File: src/rtl/logic_unit_pkg.sv
`default_nettype none
// ============================================================================
//  Module      : logic_unit_pkg
//  Description : Opcode encoding, result/flag types and the combinational
//                logic function shared by the pipelined logic unit.
//  Revision    : 1.0  initial release
// ============================================================================
package logic_unit_pkg;

   localparam int unsigned MAX_W = 64;

   typedef enum logic [2:0] {
      OP_AND  = 3'd0,
      OP_OR   = 3'd1,
      OP_NOT  = 3'd2,
      OP_NAND = 3'd3,
      OP_NOR  = 3'd4,
      OP_XOR  = 3'd5,
      OP_XNOR = 3'd6,
      OP_PASS = 3'd7
   } op_t;

   typedef struct packed {
      logic zero;
      logic parity;
      logic ones;
   } flags_t;

   typedef struct packed {
      flags_t            flags;
      logic [MAX_W-1:0]  y;
   } lu_result_t;

   // Operands arrive zero-extended to MAX_W; bits above `width` are masked so
   // that the inverting functions cannot leak ones into the flag reductions.
   function automatic lu_result_t lu_compute(input op_t              op,
                                             input logic [MAX_W-1:0] a,
                                             input logic [MAX_W-1:0] b,
                                             input int unsigned      width);
      logic [MAX_W-1:0] mask;
      logic [MAX_W-1:0] r;
      lu_result_t       res;
      mask = (width >= MAX_W) ? '1 : ((64'd1 << width) - 64'd1);
      case (op)
         OP_AND:  r = a & b;
         OP_OR:   r = a | b;
         OP_NOT:  r = ~a;
         OP_NAND: r = ~(a & b);
         OP_NOR:  r = ~(a | b);
         OP_XOR:  r = a ^ b;
         OP_XNOR: r = ~(a ^ b);
         default: r = a;
      endcase
      r                = r & mask;
      res.y            = r;
      res.flags.zero   = (r == '0);
      res.flags.parity = ^r;
      res.flags.ones   = ((r | ~mask) == '1);
      return res;
   endfunction

endpackage
`default_nettype wire

File: src/rtl/logic_pipe_stage.sv
`default_nettype none
// ============================================================================
//  Module      : logic_pipe_stage
//  Description : One elastic register stage with valid/ready handshakes.
//                Accepts when empty or when its content is being taken.
//  Revision    : 1.0  initial release
// ============================================================================
module logic_pipe_stage #(
   parameter int unsigned DW = 11
) (
   input  logic          clk,
   input  logic          rst_n,
   input  logic          valid_i,
   output logic          ready_o,
   input  logic [DW-1:0] data_i,
   output logic          valid_o,
   input  logic          ready_i,
   output logic [DW-1:0] data_o
);

   logic          valid_q, valid_d;
   logic [DW-1:0] data_q,  data_d;

   assign ready_o = !valid_q || ready_i;
   assign valid_o = valid_q;
   assign data_o  = data_q;

   // Next state: refill on a free slot, data only moves with a valid beat
   always_comb begin
      valid_d = valid_q;
      data_d  = data_q;
      if (ready_o) begin
         valid_d = valid_i;
         if (valid_i) begin
            data_d = data_i;
         end
      end
   end

   // Stage registers
   always_ff @(posedge clk or negedge rst_n) begin
      if (!rst_n) begin
         valid_q <= 1'b0;
         data_q  <= '0;
      end else begin
         valid_q <= valid_d;
         data_q  <= data_d;
      end
   end

endmodule
`default_nettype wire

File: src/rtl/logic_unit_pipe.sv
`default_nettype none
// ============================================================================
//  Module      : logic_unit_pipe
//  Description : Pipelined WIDTH-bit logic unit with accumulator operand,
//                STAGES-deep elastic pipeline, reduction flags and a
//                delivered-result counter.
//  Revision    : 1.0  initial release
// ============================================================================
module logic_unit_pipe
   import logic_unit_pkg::*;
#(
   parameter int unsigned WIDTH  = 8,
   parameter int unsigned STAGES = 2
) (
   input  logic             clk,
   input  logic             rst_n,
   input  logic             in_valid,
   output logic             in_ready,
   input  logic [2:0]       op,
   input  logic             acc_sel,
   input  logic             acc_clr,
   input  logic [WIDTH-1:0] a,
   input  logic [WIDTH-1:0] b,
   output logic             out_valid,
   input  logic             out_ready,
   output logic [WIDTH-1:0] y,
   output logic             zero,
   output logic             parity,
   output logic             ones,
   output logic [15:0]      op_count
);

   localparam int unsigned DW = WIDTH + 3;

   logic [WIDTH-1:0] acc_q, acc_d;
   logic [15:0]      cnt_q, cnt_d;
   logic [WIDTH-1:0] w_b_opnd;
   lu_result_t       w_res;
   logic             w_in_fire;
   logic             w_out_fire;

   // Ready/valid chain: index 0 is the input side, index STAGES the output
   logic [STAGES:0]  w_valid;
   logic [STAGES:0]  w_ready;
   logic [DW-1:0]    w_data [0:STAGES];

   assign w_b_opnd   = acc_clr ? '0 : (acc_sel ? acc_q : b);
   assign w_res      = lu_compute(op_t'(op), 64'(a), 64'(w_b_opnd), WIDTH);
   assign w_in_fire  = in_valid && in_ready;
   assign w_out_fire = out_valid && out_ready;

   assign w_valid[0]      = in_valid;
   assign w_data[0]       = {w_res.flags, w_res.y[WIDTH-1:0]};
   assign in_ready        = w_ready[0];
   assign w_ready[STAGES] = out_ready;

   generate
      for (genvar i = 0; i < STAGES; i++) begin : g_stage
         logic_pipe_stage #(.DW(DW)) u_stage (
            .clk     (clk),
            .rst_n   (rst_n),
            .valid_i (w_valid[i]),
            .ready_o (w_ready[i]),
            .data_i  (w_data[i]),
            .valid_o (w_valid[i+1]),
            .ready_i (w_ready[i+1]),
            .data_o  (w_data[i+1])
         );
      end
   endgenerate

   assign out_valid             = w_valid[STAGES];
   assign y                     = w_data[STAGES][WIDTH-1:0];
   assign {zero, parity, ones}  = w_data[STAGES][DW-1 -: 3];
   assign op_count              = cnt_q;

   // Accumulator takes every accepted result; a lone clear zeroes it
   always_comb begin
      acc_d = acc_q;
      if (w_in_fire) begin
         acc_d = w_res.y[WIDTH-1:0];
      end else if (acc_clr) begin
         acc_d = '0;
      end
   end

   // Delivered-result counter, wraps naturally at 16 bits
   always_comb begin
      cnt_d = cnt_q;
      if (w_out_fire) begin
         cnt_d = cnt_q + 16'd1;
      end
   end

   // Accumulator and counter registers
   always_ff @(posedge clk or negedge rst_n) begin
      if (!rst_n) begin
         acc_q <= '0;
         cnt_q <= '0;
      end else begin
         acc_q <= acc_d;
         cnt_q <= cnt_d;
      end
   end

endmodule
`default_nettype wire
File: config.mk
export PLATFORM = sky130hd
export DESIGN_NAME = logic_unit_pipe
export DESIGN_NICKNAME = d
export VERILOG_FILES = /design/src/rtl/logic_unit_pkg.sv /design/src/rtl/logic_pipe_stage.sv /design/src/rtl/logic_unit_pipe.sv
export SDC_FILE = /design/constraint.sdc
export NUM_CORES = 1
export LEC_CHECK = 0
export CAP_MARGIN = 20
export CORE_MARGIN = 10
export CORE_UTILIZATION = 58
export DETAILED_ROUTE_END_ITERATION = 10
export DONT_BUFFER_PORTS = 1
export PLACE_DENSITY = 0.76
export SLEW_MARGIN = 20
export SYNTH_ARGS = -nofsm -noshare
export SYNTH_HDL_FRONTEND = slang
export SYNTH_SLANG_ARGS = --single-unit
File: constraint.sdc
create_clock -name clk -period 2.6 [get_ports clk]
set_clock_uncertainty 0.05 [all_clocks]
set_input_delay 0.13 -clock clk [delete_from_list [all_inputs] [get_ports clk]]
set_output_delay 0.13 -clock clk [all_outputs]
set_load 0.01 [all_outputs]
# Yosys cells after proc, flatten, opt, wreduce, memory -nomap -nowiden
# Cells that the tools add are included.
# classes
addsub	1
muxes	5
n_reduce_logical	12
bitwise_logic	7
eq_ne	7
# ops
op	count
logical NOT 64 bit	1
XOR reduction 64 bit	1
one-hot mux 8 bit (7 select lines)	1
two-way mux 8 bit	4
inverter 8 bit	4
adder 16 x 1 -> 16 bit, second input constant	1
== test 3 bit, second input constant	3
AND 8 bit	1
== test 8 bit, second input constant	1
OR 8 bit	1
XOR 8 bit	1
== test 3 x 2 -> 1 bit, second input constant	2
AND reduction 2 bit	2
== test 3 x 1 -> 1 bit, second input constant	1
logical NOT 3 bit	1
logical AND 1 bit	2
logical NOT 1 bit	2
logical OR 1 bit	2
nonzero test 2 bit	1
# word_totals
wordCells	38
out_inout_bits	29
inputBits	25
register_bits	48

# Depth between registers and ports, before layout
# logic_depth
depth_word	6
depth_mapped	13
depth_no_buf	12

# Hierarchy
# From an unflattened synthesis, not the netlist that was laid out.
# unflattened
hier_cells	301
area_unflattened_um2	3270.6
# modules_own_cells
module	n_inst	cells_each	area_per_inst_um2	seq_area_each_um2
logic_unit_pipe	1	247	2242.2	600.6
logic_pipe_stage	2	27	514.2	300.3

# Least setup slack after synthesis
# No wires, ideal clock.
# synth_timing
kind	input to register
from	in acc_sel
to	reg g_stage[0].u_stage.data_q[9]
path_slack_ns	0.073
n_path_buf	1
setup_ns	0.136
stages	11
t_required_ns	2.414
arrival_time_ns	2.341
cell_sequence	buf_2 > mux2i_1 > or2_2 > ha_1 > a221o_1 > a221oi_2 > nor2_1 > ha_1 > xnor2_1 > xnor2_1 > o21ai_0
# synth_between
elab_chain_cells	6
word_cells_on_any_way	10
cone_classes	mux: 3; bitwise: 6; reduce/logical: 1
# synth_rtl
element	line_no	source
from (decl)	logic_unit_pipe.sv:20	input logic acc_sel,
two-way mux 8 bit * (2 in a row)	logic_unit_pipe.sv:47	assign w_b_opnd = acc_clr ? '0 : (acc_sel ? acc_q : b);
XOR 8 bit, or another cell as far along	logic_unit_pkg.sv:50, logic_unit_pkg.sv:51	
inverter 8 bit, on equally long branches	logic_unit_pkg.sv:51, logic_unit_pkg.sv:48, logic_unit_pkg.sv:49	
one-hot mux 8 bit (7 select lines) *	logic_unit_pkg.sv:44	case (op)
via g_stage[0].u_stage.data_i[4]	logic_pipe_stage.sv:15	input logic [DW-1:0] data_i,
XOR reduction 64 bit *	logic_unit_pkg.sv:57	res.flags.parity = ^r;
to (signal assigned)	logic_pipe_stage.sv:47	data_q <= data_d;
to (decl)	logic_pipe_stage.sv:22	logic [DW-1:0] data_q, data_d;
# The timed path passes the listed nets; every way through them passes the cells marked *.
# A chain may end at the register's enable or synchronous reset.

# Worst setup path in the final report
# layout_timing
from	reg acc_q[2]
to	reg g_stage[0].u_stage.data_q[9]
# layout_between
elab_chain_cells	6
word_cells_on_any_way	10
cone_classes	mux: 3; bitwise: 6; reduce/logical: 1
# layout_rtl
element	line_no	source
from (decl)	logic_unit_pipe.sv:35	logic [WIDTH-1:0] acc_q, acc_d;
from (signal assigned)	logic_unit_pipe.sv:98	acc_q <= '0;
from (signal assigned)	logic_unit_pipe.sv:101	acc_q <= acc_d;
two-way mux 8 bit * (2 in a row)	logic_unit_pipe.sv:47	
XOR 8 bit, or another cell as far along	logic_unit_pkg.sv:50, logic_unit_pkg.sv:51	
inverter 8 bit, on equally long branches	logic_unit_pkg.sv:51, logic_unit_pkg.sv:48, logic_unit_pkg.sv:49	
one-hot mux 8 bit (7 select lines) *	logic_unit_pkg.sv:44	
XOR reduction 64 bit *	logic_unit_pkg.sv:57	
# Mark *: on every way between the ends. The rest lies on a longest branch, timed or not.

==> impl_results.html <==
<table>
<tr><th>Metric</th><th>Value</th></tr>
<tr><th colspan="2">Worst setup path</th></tr>
<tr><td>Largest fanout on the critical path</td><td>3</td></tr>
<tr><td>Critical path startpoint category</td><td>flop</td></tr>
<tr><td>Cell family with the largest share of critical-path delay</td><td>simple AND/OR/NAND/NOR gates</td></tr>
<tr><td>Sequence of cells on the critical path</td><td>mux2i_1 &gt; or2_2 &gt; ha_4 &gt; nor2_1 &gt; o32a_1 &gt; or2_1 &gt; ha_1 &gt; xnor2_1 &gt; xnor2_1 &gt; o21ai_1</td></tr>
<tr><td>Element type at the critical path end</td><td>flop</td></tr>
<tr><td>Worst EP required</td><td>2.72 ns</td></tr>
<tr><td>Source of the worst register-to-register timing path</td><td>acc_q[2]$_DFFE_PN0P_</td></tr>
<tr><td>Master of the slowest instance on the critical path</td><td>sky130_fd_sc_hd__dfrtp_1</td></tr>
<tr><td>Worst Setup SP</td><td>acc_q[2]$_DFFE_PN0P_</td></tr>
<tr><td>Crit Reg-Reg Endpoint</td><td>g_stage[0].u_stage.data_o[9]$_DFFE_PN0P_</td></tr>
<tr><td>Crit path arrival time</td><td>2.68 ns</td></tr>
<tr><td>Class of the most critical setup path</td><td>flop to flop</td></tr>
<tr><td>Delay of the slowest cell on the worst path</td><td>about 0.37 ns</td></tr>
<tr><td>Reg-to-reg setup timing slack</td><td>between 0.03 and 0.04 ns</td></tr>
<tr><td>Number of buffers and inverters on the critical path</td><td>0</td></tr>
<tr><td>End point of the critical path</td><td>g_stage[0].u_stage.data_o[9]$_DFFE_PN0P_</td></tr>
<tr><td>Crit. path cell count</td><td>10</td></tr>
<tr><td>Number of cell instances on the worst register-to-register path</td><td>10</td></tr>
<tr><td>CP most frequent cell</td><td>sky130_fd_sc_hd__xnor2_1</td></tr>
<tr><th colspan="2">Global routing</th></tr>
<tr><td>Antenna violations before repair</td><td>0</td></tr>
<tr><td>All-layer global routing usage</td><td>0.158</td></tr>
<tr><td>Via count of the first global-routing pass</td><td>2,315</td></tr>
<tr><td>Largest net degree at the start of global routing</td><td>49</td></tr>
<tr><td>Global-route wire length before repair</td><td>11,200 µm</td></tr>
<tr><td>Overflow after GRT</td><td>0</td></tr>
<tr><th colspan="2">Clocking</th></tr>
<tr><td>CTS tree</td><td>done</td></tr>
<tr><td>Clock latency on the worst-skew pair</td><td>0.30 ns</td></tr>
<tr><td>Clk Tree Root Cell</td><td>sky130_fd_sc_hd__clkbuf_8</td></tr>
<tr><td>Htree depth</td><td>2</td></tr>
<tr><td>Longest Clk Path Bufs</td><td>2</td></tr>
<tr><td>Register clock-pin slew on the reported worst setup and hold paths</td><td>0.09 ns</td></tr>
<tr><td>CTS buffer count</td><td>5</td></tr>
<tr><td>Num Clock Sinks</td><td>48</td></tr>
<tr><th colspan="2">Placement</th></tr>
<tr><td>Half-perimeter wire length of the detailed placement result</td><td>roughly 5000 µm</td></tr>
<tr><td>Area of placed instances</td><td>3130 µm²</td></tr>
<tr><td>PortBufs</td><td>0</td></tr>
<tr><td>Weighted congestion at the end of routability-driven global placement</td><td>0.821</td></tr>
<tr><th colspan="2">STA</th></tr>
<tr><td>Hold violation count in the final report</td><td>0</td></tr>
<tr><td>Slew at the pin closest to its max-slew limit</td><td>0.642 ns</td></tr>
<tr><td>Part of the cycle the worst path needs</td><td>0.987</td></tr>
<tr><td>Fin Hold WS</td><td>0.0189 ns</td></tr>
<tr><td>Total negative slack</td><td>0 ns</td></tr>
<tr><td>Max-slew headroom</td><td>0.572</td></tr>
<tr><td>Setup repair after global routing missed its margin</td><td>yes</td></tr>
<tr><td>Final worst path period need</td><td>~2.6 ns</td></tr>
<tr><td>Highest Clock Rate</td><td>0.390 GHz</td></tr>
<tr><td>Final setup viols</td><td>0</td></tr>
<tr><td>Final Slew Violations</td><td>0</td></tr>
<tr><th colspan="2">Detailed routing</th></tr>
<tr><td>Total DRC errors in the routed layout</td><td>0</td></tr>
<tr><td>Total iterations of the first detailed-routing run</td><td>4</td></tr>
<tr><td>Initial DRC count</td><td>109</td></tr>
<tr><td>Count of nets left with antenna violations after detail routing</td><td>0</td></tr>
<tr><td>Routed wire length</td><td>6920 µm</td></tr>
<tr><td>Average detailed-routed wire length per instance</td><td>17.4 µm</td></tr>
<tr><td>Number of vias after detailed routing</td><td>2,317</td></tr>
<tr><td>Number of vias per cell after detailed routing</td><td>5.82</td></tr>
<tr><th colspan="2">Logic synthesis</th></tr>
<tr><td>Post-Synthesis Cell Area</td><td>approximately 3100 µm²</td></tr>
<tr><td>Count of yosys warnings during synthesis</td><td>0</td></tr>
<tr><td>Synth async-reset ratio</td><td>1.00</td></tr>
<tr><td>Register bit count reported by yosys</td><td>48</td></tr>
<tr><td>Synth Flop Type</td><td>sky130_fd_sc_hd__dfrtp_1</td></tr>
<tr><td>Count of flip-flops with a built-in enable after synthesis</td><td>0</td></tr>
<tr><td>Mean instance size in the synthesized netlist</td><td>9.60 µm²</td></tr>
<tr><td>Synthesized instance count</td><td>321</td></tr>
<tr><td>Nets in the synthesized netlist</td><td>approximately 370</td></tr>
<tr><td>Post-synthesis cell type count</td><td>51</td></tr>
<tr><td>Post-synthesis sequential area ratio</td><td>0.390</td></tr>
<tr><th colspan="2">Layout</th></tr>
<tr><td>Syn-to-layout area delta</td><td>11.3%</td></tr>
<tr><td>Leading cell type in the layout, fill and taps excluded</td><td>sky130_fd_sc_hd__dfrtp_1</td></tr>
<tr><td>Final antenna diode count</td><td>0</td></tr>
<tr><td>Share of layout cells above drive strength 1</td><td>0.171</td></tr>
<tr><td>Nets@finish</td><td>377</td></tr>
<tr><td>Total non-filler cell area in the finished layout</td><td>between 3000 and 4000 µm²</td></tr>
<tr><td>Top library cells by usage in the layout, fill and taps aside</td><td>sky130_fd_sc_hd__dfrtp_1, sky130_fd_sc_hd__nand2_1, sky130_fd_sc_hd__nor2_1</td></tr>
<tr><th colspan="2">Power</th></tr>
<tr><td>Part of the power in the clock network</td><td>0.290</td></tr>
<tr><td>Net switching share of the total power</td><td>0.301</td></tr>
<tr><td>IR Drop Worst-Case VDD</td><td>between 0.0004 and 0.0005 V</td></tr>
<tr><td>Cell area power density</td><td>approximately 640 nW/µm²</td></tr>
<tr><td>Relative contribution of combinational cells to total power</td><td>0.227</td></tr>
<tr><td>Switching Power</td><td>0.665 mW</td></tr>
<tr><td>Cell-internal power</td><td>1.54 mW</td></tr>
<tr><td>Standby leakage power</td><td>1.63 nW</td></tr>
<tr><td>Sequential power share</td><td>0.483</td></tr>
<tr><th colspan="2">Floorplanning</th></tr>
<tr><td>Area of the core region</td><td>5140 µm²</td></tr>
<tr><td>Initial core utilization</td><td>0.600</td></tr>
<tr><td>Num ports</td><td>54</td></tr>
<tr><td>Number of rows created at floorplan</td><td>26</td></tr>
<tr><td>Chip height</td><td>92.9 µm</td></tr>
<tr><td>Die Wd</td><td>just over 90 µm</td></tr>
<tr><td>Area enclosed by the die boundary</td><td>8630 µm²</td></tr>
<tr><th colspan="2">Min path</th></tr>
<tr><td>Min-Delay Path Class</td><td>input port to flop</td></tr>
<tr><td>Number of cells traversed by the worst hold path</td><td>2</td></tr>
<tr><th colspan="2">Job</th></tr>
<tr><td>Reported max-cap violation count</td><td>0</td></tr>
<tr><th colspan="2">Run status</th></tr>
<tr><td>Result of the run</td><td>complete, no violations</td></tr>
</table>
==> per-layer routing <==
| layer | global-route usage | vias to the layer above | wire length, µm |
|---|---|---|---|
| met3 | 0.0581 | 8 | 600 |
| li1 | - | 1108 | - |
| met1 | 0.182 | 1143 | 2800 |
| met4 | 0.0437 | 0 | 84 |
| met5 | 0 | - | 0 |
| met2 | 0.267 | 58 | 3430 |
==> logic make-up (layout without fill, tap and decap cells) <==
logic type / count (synthesis) / in the layout / synth area share
AO/OA/AOI/OAI: 53 / 53 / 0.118
XOR/XNOR: 18 / 18 / 0.0511
adder cells (fa/ha/maj): 25 / 25 / 0.101
buffers and inverters: 34 / 41 / 0.0519
flip-flops: 48 / 48 / 0.390
multiplexers: 26 / 26 / 0.0897
AND/OR/NAND/NOR: 117 / 117 / 0.198
==> synth_stat cells, types with 2 or more instances <==
library cell               number  area share
sky130_fd_sc_hd__a21oi_1        3      0.0049
sky130_fd_sc_hd__a221o_1        2      0.0065
sky130_fd_sc_hd__and2_1         5       0.010
sky130_fd_sc_hd__and3_1         2      0.0041
sky130_fd_sc_hd__and3b_1        2      0.0057
sky130_fd_sc_hd__buf_2          5      0.0081
sky130_fd_sc_hd__buf_4          3      0.0073
sky130_fd_sc_hd__buf_6          2      0.0073
sky130_fd_sc_hd__clkbuf_1       3      0.0037
sky130_fd_sc_hd__dfrtp_1       48        0.39
sky130_fd_sc_hd__ha_1          25        0.10
sky130_fd_sc_hd__inv_1         21       0.026
sky130_fd_sc_hd__mux2_2        13       0.047
sky130_fd_sc_hd__mux2i_1       13       0.042
sky130_fd_sc_hd__nand2_1       34       0.041
sky130_fd_sc_hd__nand2b_1       4      0.0081
sky130_fd_sc_hd__nand3_1        2      0.0032
sky130_fd_sc_hd__nand3_2        2      0.0065
sky130_fd_sc_hd__nand3b_1       6       0.015
sky130_fd_sc_hd__nand4_1        5       0.010
sky130_fd_sc_hd__nor2_1        27       0.033
sky130_fd_sc_hd__nor2b_1        5       0.010
sky130_fd_sc_hd__o211a_1        2      0.0065
sky130_fd_sc_hd__o21ai_0       22       0.036
sky130_fd_sc_hd__o21ai_1        6      0.0097
sky130_fd_sc_hd__o31ai_1        3      0.0073
sky130_fd_sc_hd__o32a_1         2      0.0065
sky130_fd_sc_hd__o32ai_1        2      0.0057
sky130_fd_sc_hd__or2_1          5       0.010
sky130_fd_sc_hd__or2_2          9       0.018
sky130_fd_sc_hd__or2b_1         2      0.0049
sky130_fd_sc_hd__xnor2_1       14       0.040
sky130_fd_sc_hd__xor2_1         4       0.011
==> registers in the layout, summed over array words and instances, names as in the netlist <==
name	flops
acc_q	8
g_stage.u_stage.data_o	22
g_stage.u_stage.valid_o	2
op_count	16
==> power by group through the flow <==
stage	Clock, mW	Sequential [mW]	Combinational, mW
after global routing	0.688	1.09	0.567
after floorplan	0	1.04	0.375
after global placement	0	1.08	0.423
after CTS	0.656	1.07	0.479
final	0.641	1.07	0.501
after detailed placement	0	1.08	0.438
==> how the worst min path moves through the flow <==
stage	startpoint	endpoint	slack [ns]
finish	a[2]	g_stage[0].u_stage.data_o[2]$_DFFE_PN0P_	0.02
global placement	rst_n	op_count[3]$_DFFE_PN0P_	-0.21
detailed placement	rst_n	op_count[2]$_DFFE_PN0P_	-0.21
global route	a[1]	g_stage[0].u_stage.data_o[1]$_DFFE_PN0P_	0.03
CTS	a[2]	g_stage[0].u_stage.data_o[2]$_DFFE_PN0P_	0.01
floorplan	rst_n	acc_q[0]$_DFFE_PN0P_	-0.22
==> layout make-up <==
class,instances,area (µm²)
Clock buffer,5,68.8
Clock inverter,3,68.8
Fill cell,454,1710
Inverter,21,78.8
Multi-Input combinational cell,239,1810
Sequential cell,48,1200
Tap cell,70,87.6
Timing Repair Buffer,12,118
==> stage by stage <==
step | total power [mW] | util | std cells | setup slack [ns]
after floorplan | 1.41 | - | 321 | 0.0728
after CTS | 2.21 | 0.652 | 396 | 0.0104
after global placement | 1.50 | 0.610 | 384 | 0.0244
final | 2.21 | 0.667 | 398 | 0.0347
after global routing | 2.35 | 0.667 | 398 | -0.0726
after detailed placement | 1.52 | 0.610 | 384 | -0.0356
==> what timing repair did <==
| action | CTS | global route |
|---|---|---|
| setup endpoints to repair | 1 | 1 |
| pin swaps | 5 | 12 |
| endpoints found under the hold margin | 51 | 0 |
| resized for setup | 3 | 12 |
| hold buffers | 4 | 0 |
| setup buffers | 0 | 2 |
Note: power is estimated with default switching activity, not from simulation.
